$ cat src/rtl/tlc_pkg.sv
`default_nettype none
// ---------------------------------------------------------------------------
// tlc_pkg : shared timer state encoding and slot indices for the TLC | rev 1.0
// ---------------------------------------------------------------------------
package tlc_pkg;

  typedef enum logic [1:0] {
    IDLE  = 2'd0,
    COUNT = 2'd1,
    DONE  = 2'd2
  } timer_state_e;

  localparam int T_BASE = 0;
  localparam int T_EXT  = 1;
  localparam int T_YEL  = 2;

endpackage
`default_nettype wire

$ cat src/rtl/time_param_bank_interval_counter.sv
`default_nettype none
// ---------------------------------------------------------------------------
// interval_counter : loadable seconds countdown with one-cycle expiry | rev 1.0
// ---------------------------------------------------------------------------
module interval_counter
  import tlc_pkg::*;
#(
  parameter int VAL_W = 4
) (
  input  logic             clk,
  input  logic             rst_n,
  input  logic             start,
  input  logic             tick,
  input  logic [VAL_W-1:0] load_val,
  output logic             busy,
  output logic             expired,
  output logic [VAL_W-1:0] remaining
);

  timer_state_e     state_q, state_d;
  logic [VAL_W-1:0] count_q, count_d;

  always_ff @(posedge clk or negedge rst_n) begin
    if (!rst_n) begin
      state_q <= IDLE;
      count_q <= '0;
    end else begin
      state_q <= state_d;
      count_q <= count_d;
    end
  end

  always_comb begin
    state_d = state_q;
    count_d = count_q;
    // An arm always takes priority over a tick in the same cycle.
    if (start) begin
      count_d = load_val;
      state_d = (load_val != '0) ? COUNT : DONE;
    end else begin
      case (state_q)
        COUNT: begin
          if (tick) begin
            if (count_q != '0) count_d = count_q - 1'b1;
            if (count_q == VAL_W'(1)) state_d = DONE;
          end
        end
        DONE:    state_d = IDLE;
        default: state_d = IDLE;
      endcase
    end
  end

  assign busy      = (state_q == COUNT);
  assign expired   = (state_q == DONE);
  assign remaining = count_q;

endmodule
`default_nettype wire

$ cat src/rtl/time_param_bank.sv
`default_nettype none
// ---------------------------------------------------------------------------
// time_param_bank : programmable interval slots feeding one countdown | rev 1.0
// ---------------------------------------------------------------------------
module time_param_bank
  import tlc_pkg::*;
#(
  parameter int                          NUM_PARAMS = 4,
  parameter int                          VAL_W      = 4,
  parameter int                          SEL_W      = $clog2(NUM_PARAMS),
  parameter logic [NUM_PARAMS*VAL_W-1:0] DEFAULTS   = {4'd0, 4'd2, 4'd3, 4'd6}
) (
  input  logic             clk,
  input  logic             Reset_n,
  input  logic             prog_sync,
  input  logic [SEL_W-1:0] time_parameter_selector,
  input  logic [VAL_W-1:0] time_value,
  input  logic [SEL_W-1:0] time_selector,
  output logic [VAL_W-1:0] value,
  input  logic             start_timer,
  input  logic             one_hz_enable,
  output logic             busy,
  output logic [VAL_W-1:0] remaining,
  output logic             expired,
  output logic             prog_ack
);

  logic [VAL_W-1:0] slot_q [NUM_PARAMS];
  logic [VAL_W-1:0] slot_d [NUM_PARAMS];
  logic             prog_ack_q, prog_ack_d;

  always_ff @(posedge clk or negedge Reset_n) begin
    if (!Reset_n) begin
      for (int i = 0; i < NUM_PARAMS; i++) slot_q[i] <= DEFAULTS[i*VAL_W +: VAL_W];
      prog_ack_q <= 1'b0;
    end else begin
      for (int i = 0; i < NUM_PARAMS; i++) slot_q[i] <= slot_d[i];
      prog_ack_q <= prog_ack_d;
    end
  end

  // Selector matching by loop keeps out-of-range selectors from ever indexing.
  always_comb begin
    prog_ack_d = 1'b0;
    value      = '0;
    for (int i = 0; i < NUM_PARAMS; i++) begin
      slot_d[i] = slot_q[i];
      if (prog_sync && (time_parameter_selector == SEL_W'(i))) begin
        slot_d[i]  = (time_value == '0) ? DEFAULTS[i*VAL_W +: VAL_W] : time_value;
        prog_ack_d = 1'b1;
      end
      if (time_selector == SEL_W'(i)) value = slot_q[i];
    end
  end

  assign prog_ack = prog_ack_q;

  interval_counter #(
    .VAL_W (VAL_W)
  ) u_counter (
    .clk       (clk),
    .rst_n     (Reset_n),
    .start     (start_timer),
    .tick      (one_hz_enable),
    .load_val  (value),
    .busy      (busy),
    .expired   (expired),
    .remaining (remaining)
  );

endmodule
`default_nettype wire

$ cat config.mk
export PLATFORM = sky130hd
export DESIGN_NAME = time_param_bank
export DESIGN_NICKNAME = d
export VERILOG_FILES = /design/src/rtl/tlc_pkg.sv /design/src/rtl/time_param_bank_interval_counter.sv /design/src/rtl/time_param_bank.sv
export SDC_FILE = /design/constraint.sdc
export NUM_CORES = 1
export LEC_CHECK = 0
export ABC_CLOCK_PERIOD_IN_PS = 2100
export BUFFER_PORTS_ARGS = -buffer_cell sky130_fd_sc_hd__clkbuf_2
export CORE_MARGIN = 10
export CORE_UTILIZATION = 54
export CTS_BUF_LIST = sky130_fd_sc_hd__clkbuf_8
export DETAILED_ROUTE_END_ITERATION = 10
export GPL_ROUTABILITY_DRIVEN = 0
export GPL_TIMING_DRIVEN = 0
export PLACE_DENSITY = 0.87
export SYNTH_ARGS = -nofsm -noshare
export SYNTH_HDL_FRONTEND = slang
export SYNTH_HIERARCHICAL = 1
export SYNTH_SLANG_ARGS = --single-unit
$ cat constraint.sdc
create_clock -name clk -period 2.1 [get_ports clk]
set_input_delay 0.105 -clock clk [delete_from_list [all_inputs] [get_ports clk]]
set_output_delay 0.105 -clock clk [all_outputs]
set_load 0.01 [all_outputs]
==> flow_summary.yaml <==
status:
  status: "complete, no violations"
floorplanning:
  ios: 24
  start_util: 0.553
  coreArea_sq_um: 2170
  die_w_microns: 67.1
  dieArea_sq_um: 4510
  fp-row-count: 17
  die_h_microns: 67.1
clock_tree:
  cts.clk_slew.worst_paths_ps: 80
  cts_tree: "done"
  clkLatencyLatePin_ps: 270
  cts-buffers-inserted: 3
  cts-root-buf: "clkbuf_8"
  htree_levels: 1
  cts_sinks: 23
  cts_setup_buffers: 0
  cts_buffer_depth: 2
critical_path:
  rr_startpoint: "u_counter/remaining[0]$_DFFE_PN0P_"
  reg2reg_slack_ps: 450
  reg2reg_depth: 5
  crit_path_end_kind: "flop"
  start_kind: "flop"
  crit_start: "u_counter/remaining[0]$_DFFE_PN0P_"
  crit_path_end: "u_counter/remaining[3]$_DFFE_PN0P_"
  critPathRequiredTime_ps: 2300
  crit_path_max_fanout: 5
  critical_path_arrival_ps: 1850
  crit_type: "flop to flop"
  r2r_end: "u_counter/remaining[3]$_DFFE_PN0P_"
sta:
  finClkSkew_ps: 1.63
  finalSetupTns_ps: 0
  worstMarginPinSlew_ps: 563
  hold_viol_final: 0
  finalCritPeriodShare: 0.786
  slew_violations: 0
  rsz0062_at_grt: "false"
  setup_viol: 0
  fmax_mhz: 606
  period_needed_ps: 1650
  max_slew_margin: 0.625
route:
  wirelength_microns: 2680
  drcViolationCount: 0
  vias: 915
  wl_per_cell_microns: 17.3
  dr.first_iter.drc_count: 84
  vias_per_cell: 5.90
  first_pass_iters: 4
  drt.antenna.violating_nets: 0
power_and_ir_drop:
  ir_worst_vdd_mv: 0.751
  power.switching_mw: 0.357
  pwr-share-seq: 0.502
  pwr-share-comb: 0.264
  switching_share: 0.304
  p_leak_nw: 0.642
  power_density_nw_per_um2: 835
  internal_power_mw: 0.818
  clockPowerShare: 0.233
cells_and_area:
  stdcell_count: 155
  postLayoutCoreUtil: 0.648
  layout_common_cells: "clkbuf_2, dfrtp_1, inv_1, mux2_2"
  drive_above_1_share: 0.394
  syn_to_final_growth_pct: 17.2
  final_common_cell: "clkbuf_2"
  diodes: 0
  final_nets: 144
global_routing:
  grt_pass1_wl_microns: 4520
  track_usage: 0.130
  grt_max_degree: 24
  antenna_found_initial: 0
  overflow: 0
  grt_pass1_vias: 980
synth:
  netlist_area_sq_um: 1200
  syn_area_per_cell_sq_um: 12.1
  ys_seq_area_frac: 0.485
  synth_top_cells_by_area: "dfrtp_1, dfstp_2, mux2_2"
  yosysTopAreaCell: "dfrtp_1"
  yosysTopAreaCellShare: 0.375
  ys_seq_elements: 23
  synth.distinct_cells: 28
  netlist_instances: 99
  synthesis.nets: 115
  synth_warnings: 6
min_path:
  hp-class: "primary input to flop"
run:
  max-cap-violations: 0
placement:
  dp_hpwl_microns: 2130
  portBuffers: 23
  dp_cells: 150
## per-layer routing
metal	track usage	part of all wire
met4	0.0615	0.020
met2	0.231	0.52
met3	0.0347	0.071
met5	0	0
met1	0.141	0.39
## cells in the mapped netlist, drive strengths merged
master	count
or3b	2
nand3b	3
a31oi	3
nor4	1
nor2b	2
mux2	11
ha	3
and3b	1
dfrtp	18
inv	9
nor3b	2
mux4	4
or3	4
nand3	3
nor2	5
nand2	3
nor4bb	3
o21ai	3
o311ai	1
dfstp	5
or4	3
nand4	1
o2bb2ai	1
a22oi	5
nor4b	2
buf	1
## metrics by stage
step	hold slack (ps)	setup WS [ps]	total power [mW]	instance area, sq um
global route	105	260	1.26	1410
global placement	110	493	0.888	1350
finish	96.9	450	1.17	1410
floorplan	-191	518	0.778	1200
detailed placement	120	468	0.911	1350
CTS	96.2	442	1.18	1410
## worst min path at each step
| stage | endpoint | slack (ps) | startpoint | cells after the start |
|---|---|---|---|---|
| after floorplan | prog_ack$_DFF_PN0_ | -190 | Reset_n | 0 |
| after global placement | slot_q[6]$_DFFE_PN0P_ | 110 | Reset_n | 1 |
| after detailed placement | slot_q[4]$_DFFE_PN0P_ | 120 | Reset_n | 1 |
| after CTS | u_counter/state_q[1]$_DFFE_PN0P_ | 100 | start_timer | 3 |
| after global routing | u_counter/state_q[1]$_DFFE_PN0P_ | 110 | start_timer | 3 |
| final | u_counter/state_q[1]$_DFFE_PN0P_ | 100 | start_timer | 3 |
## flip-flops by register name, summed over array words and instances, names as in the netlist
signal,cells
slot_q,16
prog_ack,1
u_counter/remaining,4
u_counter/state_q,2
## power by group through the flow
stage	Combinational [mW]	Clock, mW	Sequential (mW)
floorplan	0.190	0	0.588
global placement	0.299	0	0.589
detailed placement	0.313	0	0.598
CTS	0.316	0.279	0.590
global route	0.348	0.310	0.603
finish	0.310	0.274	0.590
## cell families after synthesis
kind of cell / share of synthesized area
adder cells (fa/ha/maj): 0.0313
AND/OR/NAND/NOR: 0.193
AO/OA/AOI/OAI: 0.0740
buffers and inverters: 0.0323
flip-flops: 0.485
multiplexers: 0.185
## worst max-delay path, cell delays in order, from the launching register on
cell     delay, ps
dfrtp_1        410
inv_1          100
ha_1           210
nor3b_1        170
or4_1          520
a31oi_1        170
## cell type report
class                           instances  area, sq um
Tap cell                               28         35.0
Inverter                                9         33.8
Sequential cell                        23          582
Clock buffer                            3         41.3
Fill cell                             184          763
Buffer                                  1         5.00
Multi-Input combinational cell         66          579
Timing Repair Buffer                   24          125
Clock inverter                          1         5.00
## repair_timing
item / in CTS / in global routing
hold buffers: 1 / 0
gates resized for setup: 0 / 0
hold endpoints to repair: 18 / 0
Power figures use the tool's default switching activity.
